--- config.mk ---
export PLATFORM = sky130hd
export DESIGN_NAME = mem_stage_flat
export DESIGN_NICKNAME = d
export VERILOG_FILES = /design/src/rtl/mem_stage_pkg.sv /design/src/rtl/mem_stage_if.sv /design/src/rtl/mem_req_fsm.sv /design/src/rtl/mem_stage.sv /design/src/flat_wrapper.sv
export SDC_FILE = /design/constraint.sdc
export NUM_CORES = 1
export LEC_CHECK = 0
export BUFFER_PORTS_ARGS = -buffer_cell sky130_fd_sc_hd__buf_4
export CAP_MARGIN = 20
export CORE_MARGIN = 2
export CORE_UTILIZATION = 46
export CTS_CLUSTER_SIZE = 12
export DETAILED_ROUTE_END_ITERATION = 6
export HOLD_SLACK_MARGIN = 0.05
export PLACE_DENSITY = 0.8
export SETUP_SLACK_MARGIN = 0.4
export SLEW_MARGIN = 40
export SYNTH_ARGS = -nofsm -noshare
export SYNTH_HDL_FRONTEND = slang
export SYNTH_SLANG_ARGS = --single-unit
--- constraint.sdc ---
create_clock -name clk -period 2.1 [get_ports clk]
set_input_delay 0.21 -clock clk [delete_from_list [all_inputs] [get_ports clk]]
set_output_delay 0.21 -clock clk [all_outputs]
set_load 0.1 [all_outputs]
--- src/rtl/mem_stage_pkg.sv ---
// Shared definitions for the memory-access pipeline stage: ctrl bit
// positions, ctrl width and the request FSM state encoding.
package mem_stage_pkg;

  localparam int CTRL_W = 6;

  // Ctrl bus layout, MSB first: {alu_src_op, branch, mem_read, mem_write, mem2reg, reg_write}
  localparam int CTRL_ALU_SRC   = 5;
  localparam int CTRL_BRANCH    = 4;
  localparam int CTRL_MEM_READ  = 3;
  localparam int CTRL_MEM_WRITE = 2;
  localparam int CTRL_MEM2REG   = 1;
  localparam int CTRL_REG_WRITE = 0;

  typedef enum logic [1:0] {
    IDLE   = 2'd0,
    ACCESS = 2'd1,
    HOLD   = 2'd2
  } ms_state_e;

endpackage

--- src/rtl/mem_stage_if.sv ---
// Data-RAM request/acknowledge bus between the memory stage (master)
// and the data memory (slave). The request and its address/data stay
// stable from data_req rising until data_ack is seen.
interface mem_stage_if #(
  parameter int DATA_W = 32
);
  logic              data_req;
  logic              data_we;
  logic [DATA_W-1:0] data_addr;
  logic [DATA_W-1:0] data_wdata;
  logic [DATA_W-1:0] data_rdata;
  logic              data_ack;

  modport master (
    output data_req,
    output data_we,
    output data_addr,
    output data_wdata,
    input  data_rdata,
    input  data_ack
  );

  modport slave (
    input  data_req,
    input  data_we,
    input  data_addr,
    input  data_wdata,
    output data_rdata,
    output data_ack
  );
endinterface

--- src/rtl/mem_req_fsm.sv ---
// Request sequencer for the memory stage: tracks IDLE/ACCESS/HOLD,
// raises the request while in ACCESS and keeps the returned read data.
module mem_req_fsm #(
  parameter int DATA_W = 32
) (
  input  logic              clk,
  input  logic              rst_n,
  input  logic              start_i,   // a memory op is captured this cycle
  input  logic              leave_i,   // current instruction moves to write-back
  input  logic              ack_i,
  input  logic [DATA_W-1:0] rdata_i,
  output mem_stage_pkg::ms_state_e state_o,
  output logic              req_o,
  output logic [DATA_W-1:0] rdata_o
);
  import mem_stage_pkg::*;

  ms_state_e         state_q, state_d;
  logic [DATA_W-1:0] rdata_q;

  // State register; reset abandons any outstanding access at once
  always_ff @(posedge clk or negedge rst_n) begin
    if (!rst_n) state_q <= IDLE;
    else        state_q <= state_d;
  end

  // Next-state: ack is only honoured while a request is actually up
  always_comb begin
    state_d = state_q;
    unique case (state_q)
      IDLE:    if (start_i) state_d = ACCESS;
      ACCESS:  if (ack_i)   state_d = HOLD;
      HOLD: begin
        if (leave_i) state_d = start_i ? ACCESS : IDLE;
      end
      default: state_d = IDLE;
    endcase
  end

  // Read data captured on ack and held through any write-back stall
  always_ff @(posedge clk or negedge rst_n) begin
    if (!rst_n)                          rdata_q <= '0;
    else if (state_q == ACCESS && ack_i) rdata_q <= rdata_i;
  end

  assign state_o = state_q;
  assign req_o   = (state_q == ACCESS);
  assign rdata_o = rdata_q;

endmodule

--- src/rtl/mem_stage.sv ---
// Memory-access pipeline stage between execute and write-back.
// Latches execute results, performs loads/stores over the req/ack data
// bus, resolves beq and presents write-back data.
// Optional: define MS_MISALIGN_CHK_EN to flag word-misaligned memory ops
// (no access issued, reg_write suppressed, ms_misalign port present).
module mem_stage #(
  parameter int DATA_W = 32,
  parameter int CTRL_W = 6
) (
  input  logic              clk,
  input  logic              rst_n,
  input  logic              es_valid,
  output logic              ms_allowin,
  input  logic [CTRL_W-1:0] es_ctrl,
  input  logic [4:0]        es_rd,
  input  logic [DATA_W-1:0] alu_result,
  input  logic [DATA_W-1:0] wr_data,
  input  logic              zero,
  input  logic [DATA_W-1:0] nx_pc,
  input  logic              ws_allowin,
  output logic              ms_valid,
  output logic [CTRL_W-1:0] ms_ctrl,
  output logic [4:0]        ms_rd,
  output logic [DATA_W-1:0] ms_wb_data,
  output logic              br_taken,
  output logic [DATA_W-1:0] br_target,
  mem_stage_if.master       mem_if
`ifdef MS_MISALIGN_CHK_EN
  ,
  output logic              ms_misalign
`endif
);
  import mem_stage_pkg::*;

  logic              valid_q, valid_d;
  logic [CTRL_W-1:0] ctrl_q;
  logic [4:0]        rd_q;
  logic [DATA_W-1:0] alu_q;
  logic [DATA_W-1:0] wdata_q;
  logic              zero_q;
  logic [DATA_W-1:0] nxpc_q;

  ms_state_e         state;
  logic              req;
  logic [DATA_W-1:0] rdata;

  logic              ms_ready_go;
  logic              capture;
  logic              leave;
  logic              es_mem_op;
  logic              start;

  assign es_mem_op = es_ctrl[CTRL_MEM_READ] | es_ctrl[CTRL_MEM_WRITE];

  // Only HOLD (access done) and IDLE (non-memory or rejected op) may hand off
  assign ms_ready_go = (state == IDLE) || (state == HOLD);
  assign ms_allowin  = !valid_q || (ms_ready_go && ws_allowin);
  assign capture     = es_valid && ms_allowin;
  assign leave       = valid_q && ms_ready_go && ws_allowin;

`ifdef MS_MISALIGN_CHK_EN
  logic es_misalign;
  logic misalign_q;

  assign es_misalign = es_mem_op && (alu_result[1:0] != 2'b00);
  assign start       = capture && es_mem_op && !es_misalign;

  // Misalign flag travels with the instruction it belongs to
  always_ff @(posedge clk or negedge rst_n) begin
    if (!rst_n)          misalign_q <= 1'b0;
    else if (ms_allowin) misalign_q <= es_valid && es_misalign;
  end

  assign ms_misalign = misalign_q;
  assign ms_ctrl     = {ctrl_q[CTRL_W-1:1], ctrl_q[CTRL_REG_WRITE] & ~misalign_q};
`else
  assign start   = capture && es_mem_op;
  assign ms_ctrl = ctrl_q;
`endif

  // Stage valid follows execute whenever this stage can accept
  always_comb begin
    valid_d = valid_q;
    if (ms_allowin) valid_d = es_valid;
  end

  // Valid flag register
  always_ff @(posedge clk or negedge rst_n) begin
    if (!rst_n) valid_q <= 1'b0;
    else        valid_q <= valid_d;
  end

  // Latch execute results only when an instruction is actually accepted
  always_ff @(posedge clk or negedge rst_n) begin
    if (!rst_n) begin
      ctrl_q  <= '0;
      rd_q    <= '0;
      alu_q   <= '0;
      wdata_q <= '0;
      zero_q  <= 1'b0;
      nxpc_q  <= '0;
    end else if (capture) begin
      ctrl_q  <= es_ctrl;
      rd_q    <= es_rd;
      alu_q   <= alu_result;
      wdata_q <= wr_data;
      zero_q  <= zero;
      nxpc_q  <= nx_pc;
    end
  end

  mem_req_fsm #(
    .DATA_W (DATA_W)
  ) u_req_fsm (
    .clk     (clk),
    .rst_n   (rst_n),
    .start_i (start),
    .leave_i (leave),
    .ack_i   (mem_if.data_ack),
    .rdata_i (mem_if.data_rdata),
    .state_o (state),
    .req_o   (req),
    .rdata_o (rdata)
  );

  // Address/data come straight from latched state, so they are stable for
  // the whole request; a read+write combination is issued as a write.
  assign mem_if.data_req   = req;
  assign mem_if.data_we    = req && ctrl_q[CTRL_MEM_WRITE];
  assign mem_if.data_addr  = alu_q;
  assign mem_if.data_wdata = wdata_q;

  assign ms_valid   = valid_q;
  assign ms_rd      = rd_q;
  assign ms_wb_data = ctrl_q[CTRL_MEM2REG] ? rdata : alu_q;
  assign br_taken   = valid_q && ctrl_q[CTRL_BRANCH] && zero_q;
  assign br_target  = nxpc_q;

endmodule

--- src/flat_wrapper.sv ---
// flat-port wrapper written by rule: the top's interface ports become plain ports
module mem_stage_flat import mem_stage_pkg::*;
#(
  parameter int DATA_W = 32,
  parameter int CTRL_W = 6
)
  (clk, rst_n, es_valid, ms_allowin, es_ctrl, es_rd, alu_result, wr_data, zero, nx_pc, ws_allowin, ms_valid, ms_ctrl, ms_rd, ms_wb_data, br_taken, br_target, mem_if_data_req, mem_if_data_we, mem_if_data_addr, mem_if_data_wdata, mem_if_data_rdata, mem_if_data_ack);
  mem_stage_if #(.DATA_W(DATA_W)) mem_if_i ();
  input  logic clk;
  input  logic rst_n;
  input  logic es_valid;
  output logic ms_allowin;
  input  logic [CTRL_W-1:0] es_ctrl;
  input  logic [4:0] es_rd;
  input  logic [DATA_W-1:0] alu_result;
  input  logic [DATA_W-1:0] wr_data;
  input  logic zero;
  input  logic [DATA_W-1:0] nx_pc;
  input  logic ws_allowin;
  output logic ms_valid;
  output logic [CTRL_W-1:0] ms_ctrl;
  output logic [4:0] ms_rd;
  output logic [DATA_W-1:0] ms_wb_data;
  output logic br_taken;
  output logic [DATA_W-1:0] br_target;
  output wire logic [$bits(mem_if_i.data_req)-1:0] mem_if_data_req;
  output wire logic [$bits(mem_if_i.data_we)-1:0] mem_if_data_we;
  output wire logic [$bits(mem_if_i.data_addr)-1:0] mem_if_data_addr;
  output wire logic [$bits(mem_if_i.data_wdata)-1:0] mem_if_data_wdata;
  input wire logic [$bits(mem_if_i.data_rdata)-1:0] mem_if_data_rdata;
  input wire logic [$bits(mem_if_i.data_ack)-1:0] mem_if_data_ack;
  assign mem_if_data_req = mem_if_i.data_req;
  assign mem_if_data_we = mem_if_i.data_we;
  assign mem_if_data_addr = mem_if_i.data_addr;
  assign mem_if_data_wdata = mem_if_i.data_wdata;
  assign mem_if_i.data_rdata = mem_if_data_rdata;
  assign mem_if_i.data_ack = mem_if_data_ack;
  mem_stage #(.DATA_W(DATA_W), .CTRL_W(CTRL_W)) u_core (.clk(clk), .rst_n(rst_n), .es_valid(es_valid), .ms_allowin(ms_allowin), .es_ctrl(es_ctrl), .es_rd(es_rd), .alu_result(alu_result), .wr_data(wr_data), .zero(zero), .nx_pc(nx_pc), .ws_allowin(ws_allowin), .ms_valid(ms_valid), .ms_ctrl(ms_ctrl), .ms_rd(ms_rd), .ms_wb_data(ms_wb_data), .br_taken(br_taken), .br_target(br_target), .mem_if(mem_if_i));
endmodule
== Yosys cells after proc, flatten, opt, wreduce, memory -nomap -nowiden ==
Cells that the tools add are included.
W data, S select, Z words.

* Bits in registers: 143
* Latch bits: 0
* Memory bits (writable): 0
* Bits in read-only memories: 0
* Input port bits: 145
* Output and inout bits: 144
* Memories kept: 0

* Add/subtract/negate cells: 0
* Multiply operators: 0
* Div/mod/pow operators: 0
* Order comparisons: 0
* Equal/unequal tests: 5
* Shift-type cells: 0
* Mux-type cells: 6
* Bitwise operators: 1
* Reduce and logical (&&, ||, !) cells: 14

{| class="wikitable"
|+ Operators with widths
! operator !! count
|-
| $mux W32 || 1
|-
| $logic_and A1 B1 Y1 || 9
|-
| $mux W2 || 3
|-
| $pmux W2 S3 || 1
|-
| $ne A2 B2 Y1 const B || 2
|-
| $reduce_and A3 Y1 || 1
|-
| $eq A2 B1 Y1 const B || 1
|-
| $eq A2 B2 Y1 const B || 1
|-
| $logic_not A2 Y1 || 1
|-
| $logic_or A1 B1 Y1 || 2
|-
| $ne A2 B1 Y1 const B || 1
|-
| $logic_not A1 Y1 || 1
|-
| $mux W1 || 1
|-
| $or A1 B1 Y1 || 1
|}

== Longest topological paths before layout ==
Gate-level depths: netlist of the first run.

* Depth after elaboration: 9
* Depth in mapped cells: 6
* Mapped depth without buffers: 3

== By module ==
From an unflattened synthesis of the first run, not the netlist that was laid out.

* Cells, all modules: 351
* Area total of the unflattened synthesis: 5948.2 sq um

{| class="wikitable"
|+ Modules (own cells, without submodules)
! module !! instances !! cells each !! area an instance (sq um)
|-
| mem_stage || 1 || 274 || 4533.1
|-
| mem_req_fsm || 1 || 77 || 1415.1
|}

== Worst setup path after synthesis of the first run ==
OpenSTA, ideal clock, no wires.

* Kind: register to output
* Start point: register u_core.u_req_fsm.state_q[1], in the netlist u_core.u_req_fsm.state_o[1]
* End point: output port mem_if_data_we
* Arrival time: 2.066 ns
* Path slack: -0.176 ns
* Stages on the path, launching flop included: 3
* Cell sequence: dfrtp_1 > and2b_1 > and2_1

* Longest elaborated chain between the ends: 2

{| class="wikitable"
|+ RTL lines
! element !! line !! RTL
|-
| from (decl) || mem_req_fsm.sv:18 || <nowiki>ms_state_e state_q, state_d;</nowiki>
|-
| from (signal assigned) || mem_req_fsm.sv:24 || <nowiki>else state_q <= state_d;</nowiki>
|-
| $eq A2 B1 Y1 || mem_req_fsm.sv:47 || <nowiki>assign req_o = (state_q == ACCESS);</nowiki>
|-
| named net mem_if_data_req || flat_wrapper.sv:26 || <nowiki>output wire logic [$bits(mem_if_i.data_req)-1:0] mem_if_data_req;</nowiki>
|-
| $logic_and A1 B1 Y1 || mem_stage.sv:129 || <nowiki>assign mem_if.data_we = req && ctrl_q[CTRL_MEM_WRITE];</nowiki>
|-
| to (decl) || flat_wrapper.sv:27 || <nowiki>output wire logic [$bits(mem_if_i.data_we)-1:0] mem_if_data_we;</nowiki>
|}

The timed path passes the listed nets, and every way through them passes these cells.

== Final worst setup path of the first run ==
* Start point: register u_core.ctrl_q[1], in the netlist u_core.ms_ctrl[1]
* End point: output port ms_wb_data[21]

* Longest elaborated chain between the ends: 1

{| class="wikitable"
|+ RTL lines
! element !! line !! RTL
|-
| from (decl) || mem_stage.sv:36 || <nowiki>logic [CTRL_W-1:0] ctrl_q;</nowiki>
|-
| from (signal assigned) || mem_stage.sv:103 || <nowiki>ctrl_q <= es_ctrl;</nowiki>
|-
| $mux W32 || mem_stage.sv:135 || <nowiki>assign ms_wb_data = ctrl_q[CTRL_MEM2REG] ? rdata : alu_q;</nowiki>
|-
| to (decl) || flat_wrapper.sv:23 || <nowiki>output logic [DATA_W-1:0] ms_wb_data;</nowiki>
|}

Every way passes these cells.

==> results.json, run 1 <==
{
  "io_pins": 289,
  "cp-endpoint": "ms_wb_data[21]",
  "grt_pass1_wl_mm": 29.1,
  "synth_area_leaders": "dfrtp_1, mux2_2, mux2_4, buf_4, buf_2",
  "die_x_um": 116,
  "end_kind": "output pin",
  "first_global_vias": 5441,
  "wl_per_cell_um": 20.2,
  "r2r-start": "u_core.u_req_fsm.state_o[0]",
  "status": "complete, no violations",
  "synth_edf_count": 0,
  "yosysUniqueCellTypes": 21,
  "drcViolationCount": 0,
  "grt_usage_pct": 29.0,
  "wirelength_mm": 19.6,
  "reg2reg_depth": 4,
  "crit_required_ns": 1.89,
  "ant_nets": 0,
  "htree_num_levels": 4,
  "syn-cell-area_um2": 5790,
  "layout.nets": 934,
  "netlist_instances": 349,
  "period_minus_slack_ns": 1.82,
  "clk_latency_ns": 0.42,
  "antenna_found_initial": 0,
  "fin_crit_sh_pct": 86.8,
  "setup_slack_ns": 0.277,
  "first_pass_iters": 4,
  "die_area_um2": 13500,
  "syn2layout_area_growth_pct": 78.8,
  "cpLargestDelayFamily": "flip-flops",
  "crit_type": "flip-flop to output pin",
  "place_congestion": 0.790,
  "grt_max_degree": 67,
  "yosysTopAreaCellShare_pct": 61.9,
  "ys_ff_latch": 143,
  "tightest_slew_ns": 0.570,
  "yosysSeqAreaShare_pct": 61.9,
  "rows": 40,
  "cp-start-kind": "flip-flop",
  "drive_gt1_share_pct": 63.6,
  "worst-path-buf-inv": 2,
  "slew_violations": 0,
  "whs_ns": 0.139,
  "setup_tns_ns": 0,
  "cap_violations": 0,
  "detailed_place_hpwl_mm": 11.0,
  "portBuffers": 288,
  "hold_viol_final": 0,
  "ff2ff_setup_slack_ns": 0.44,
  "cts.path.max_buffers": 2,
  "worstSetupPathDepth": 3,
  "path_cells": "buf_12, mux2_2, buf_6",
  "clock_sinks": 143,
  "crit_path_max_incr_delay_ns": 0.44,
  "tritoncts": "built",
  "critPathLaunch": "u_core.ms_ctrl[1]",
  "arrival_ns": 1.61,
  "ys_warn_count": 0,
  "crit_fanout": 17,
  "hold_path_class": "input pin to flip-flop",
  "via_per_inst": 4.97,
  "postSynthAreaPerCell_um2": 16.6,
  "fin_worst_skew_ns": 0.00839,
  "synth.net_count": 494,
  "root_buffer": "clkbuf_16",
  "r2r-end": "u_core.ms_ctrl[0]",
  "die_h_um": 116,
  "ys.flop_type": "dfrtp_1",
  "crit_path_top_delay_cell": "dfrtp_4",
  "gr-total-overflow": 0,
  "yosysTopAreaCell": "dfrtp_1",
  "via_count": 4818,
  "relSlewSlack_pct": 62.0,
  "design.core.area_um2": 12200,
  "place_ws_ns": 0.438,
  "async_flop_share_pct": 100,
  "fmax_mhz": 548,
  "initial_utilization_pct": 47.6,
  "clk_pin_slew_ns": 0.05,
  "numCtsBuffers": 17,
  "rsz0062_at_grt": "yes",
  "setup_viol": 0,
  "drt_iter0_drc": 161
}
## layer usage
| metal | up-vias | share of wire [%] | track usage [%] |
|---|---|---|---|
| li1 | 2133 | - | - |
| met1 | 2424 | 37 | 32.1 |
| met2 | 213 | 55 | 53.4 |
| met3 | 48 | 5.3 | 6.90 |
| met4 | 0 | 3.1 | 12.6 |
| met5 | - | 0 | 0 |
## sequential cells by signal, summed over array words and instances, names as in the netlist
register	cells
u_core.br_target	32
u_core.mem_if.data_addr	32
u_core.mem_if.data_wdata	32
u_core.ms_ctrl	6
u_core.ms_rd	5
u_core.ms_valid	1
u_core.u_req_fsm.rdata_o	32
u_core.u_req_fsm.state_o	2
u_core.zero_q	1
## synthesized netlist by cell type (2+ instances only)
library cell and instances:
mux2_2 163, dfrtp_1 143, buf_4 9, mux2_4 9, buf_2 6, nand2_1 3, buf_6 2
## worst min-delay path: stages
cell	delay (ns)
buf_4	0.10
nand2_1	0.06
nand2_1	0.06
o21ai_0	0.07
## per-stage QoR
step | cells | cell area (um^2) | utilization, %
detailed placement | 792 | 8150 | 67.0
global route | 968 | 10300 | 85.0
global placement | 792 | 8150 | 67.0
finish | 969 | 10300 | 85.0
CTS | 966 | 10300 | 84.7
floorplan | 349 | 5810 | -
## repair_timing
item                                    in CTS  in global routing
endpoints found under the hold margin      199                  0
setup buffers                                2                  1
resized for setup                           36                  8
endpoints found under the setup margin      34                115
hold buffers                               142                  0
cloned                                       0                  1
pin swaps                                    0                  0
## cell type report
cell class	instances	area (um^2)
Tap cell	168	210
Timing Repair Buffer	440	3900
Clock inverter	7	87.6
Multi-Input combinational cell	186	2080
Clock buffer	23	468
Fill cell	547	1820
Antenna cell	1	2.50
Sequential cell	143	3590
Inverter	1	3.75
## cells in the final DEF, fill, tap and decap left out, drive strengths merged
master / count
buf: 297
mux2: 172
dfrtp: 143
dlygate4sd3: 142
clkbuf: 24
clkinv: 4
nand2: 4
bufinv: 2
nand2b: 2
diode: 1
and2b: 1
and2: 1
and3: 1
a21boi: 1
inv: 1
nor2: 1
a211oi: 1
a22o: 1
o21ai: 1
clkinvlp: 1
## cells by family (layout without fill, tap and decap cells)
logic type,Yosys count,count (layout),synth area share [%]
compound gates,4,4,0.562
buf+inv,20,471,2.47
flops,143,143,61.9
mux,172,172,34.1
other cells,0,1,0
simple gates,10,10,1.06
## worst min path at each step
stage	start	endpoint	slack, ns	cells after the start
2_1_floorplan	rst_n	u_core.br_target[0]	-0.09	0
3_3_place_gp	rst_n	u_core.br_target[24]	0.22	1
3_5_place_dp	rst_n	u_core.br_target[30]	0.23	1
4_1_cts	ws_allowin	u_core.u_req_fsm.state_o[1]	0.12	4
5_1_grt	ws_allowin	u_core.ms_valid	0.15	4
6_report	ws_allowin	u_core.u_req_fsm.state_o[1]	0.14	4
Power of run 1 is not shown: default switching activity piles up to over one toggle a cycle in this logic, so the estimate is an artifact.
==> run 2: changes to the inputs <==
Clock period 2.1 ns to 2.08 ns, I/O delays scaled along.
==> results.json, run 2 (synthesis results as in run 1) <==
{
  "end_kind": "output pin",
  "fin_crit_sh_pct": 87.9,
  "cts.path.max_buffers": 2,
  "drcViolationCount": 0,
  "hold_viol_final": 0,
  "die_area_um2": 13500,
  "final_common_cell": "buf_4",
  "cap_violations": 0,
  "die_h_um": 116,
  "root_buffer": "clkbuf_16",
  "crit_fanout": 17,
  "drt_iter0_drc": 299,
  "setup_viol": 0,
  "first_pass_iters": 4,
  "design.core.area_um2": 12200,
  "via_count": 4957,
  "first_global_vias": 5687,
  "fin_worst_skew_ns": 0.0127,
  "numCtsBuffers": 17,
  "rsz0062_at_grt": "yes",
  "path_cells": "buf_12, mux2_4, buf_8",
  "via_per_inst": 5.05,
  "setup_tns_ns": 0,
  "crit_path_max_incr_delay_ns": 0.51,
  "clk_latency_ns": 0.42,
  "antenna_found_initial": 2,
  "fin_util_pct": 87.9,
  "portBuffers": 288,
  "drive_gt1_share_pct": 65.6,
  "rows": 40,
  "layout.nets": 944,
  "setup_slack_ns": 0.252,
  "clock_sinks": 143,
  "wirelength_mm": 22.0,
  "crit_path_top_delay_cell": "dfrtp_4",
  "htree_num_levels": 4,
  "fillers": 489,
  "multi_input_area_um2": 2150,
  "initial_utilization_pct": 47.6,
  "clk_pin_slew_ns": 0.05,
  "place_congestion": 0.772,
  "detailed_place_hpwl_mm": 11.2,
  "fmax_mhz": 547,
  "wl_per_cell_um": 22.4,
  "grt_max_degree": 60,
  "period_minus_slack_ns": 1.83,
  "ant_nets": 0,
  "seq_area_um2": 3600,
  "crit_required_ns": 1.87,
  "final_cell_mix": "buf_4, mux2_2, dlygate4sd3_1",
  "arrival_ns": 1.62,
  "tightest_slew_ns": 0.559,
  "relSlewSlack_pct": 62.8,
  "tritoncts": "built",
  "slew_violations": 0,
  "grt_usage_pct": 31.0,
  "status": "complete, no violations",
  "crit_type": "flip-flop to output pin",
  "io_pins": 289,
  "hold_path_class": "input pin to flip-flop",
  "syn2layout_area_growth_pct": 84.8,
  "place_ws_ns": 0.410,
  "die_x_um": 116,
  "gr-total-overflow": 0,
  "cp-start-kind": "flip-flop",
  "grt_pass1_wl_mm": 30.9
}
## run 2: what timing repair did
item	4_1_cts	5_1_grt
hold buffers	142	0
pin swaps	0	1
endpoints found under the setup margin	34	74
cloned	0	2
endpoints found under the hold margin	196	0
resized for setup	58	5
setup buffers	4	5
## run 2: worst max-delay path, delay by kind of cell (launching register included)
kind                   cells  cell delay [ns]
muxes                      1             0.32
buffers and inverters      2             0.37
DFF                        1             0.51
## run 2: through the flow
step | cells | hold slack, ns | cell area (um^2)
after floorplan | 349 | -0.0876 | 5910
after global placement | 795 | 0.208 | 8240
after detailed placement | 795 | 0.217 | 8240
after CTS | 973 | 0.107 | 10600
after global routing | 982 | 0.142 | 10700
final | 982 | 0.137 | 10700
## run 2: area by class of cell
type / instances / area share (%)
Tap cell: 168 / 1.97
Inverter: 1 / 0.0351
Clock buffer: 22 / 4.34
Sequential cell: 143 / 33.7
Timing Repair Buffer: 450 / 38.0
Clock inverter: 10 / 1.73
Antenna cell: 2 / 0.0468
Multi-Input combinational cell: 186 / 20.2
## run 2: path summary, 6_finish.rpt
path                                              from                           end  slack, ns  cells past startpoint
min                                         ws_allowin               u_core.ms_valid       0.14                      4
min reg2reg                u_core.u_req_fsm.rdata_o[1]   u_core.u_req_fsm.rdata_o[1]       0.51                      1
max reg2reg                u_core.u_req_fsm.state_o[0]               u_core.ms_rd[0]       0.43                      5
min in group asynchronous                        rst_n  u_core.mem_if.data_wdata[17]       0.34                      2
max                                  u_core.ms_ctrl[1]                 ms_wb_data[9]       0.25                      3
max in group asynchronous                        rst_n   u_core.mem_if.data_addr[26]       0.96                      3
## run 2: metal layers
layer	vias up	wire length [um]	global-route usage [%]
met5	-	0	0
met4	0	814	13.2
met3	57	1520	8.25
met2	258	11700	56.5
met1	2494	7930	34.1
li1	2148	-	-
Power of run 2 is left out for the same reason.
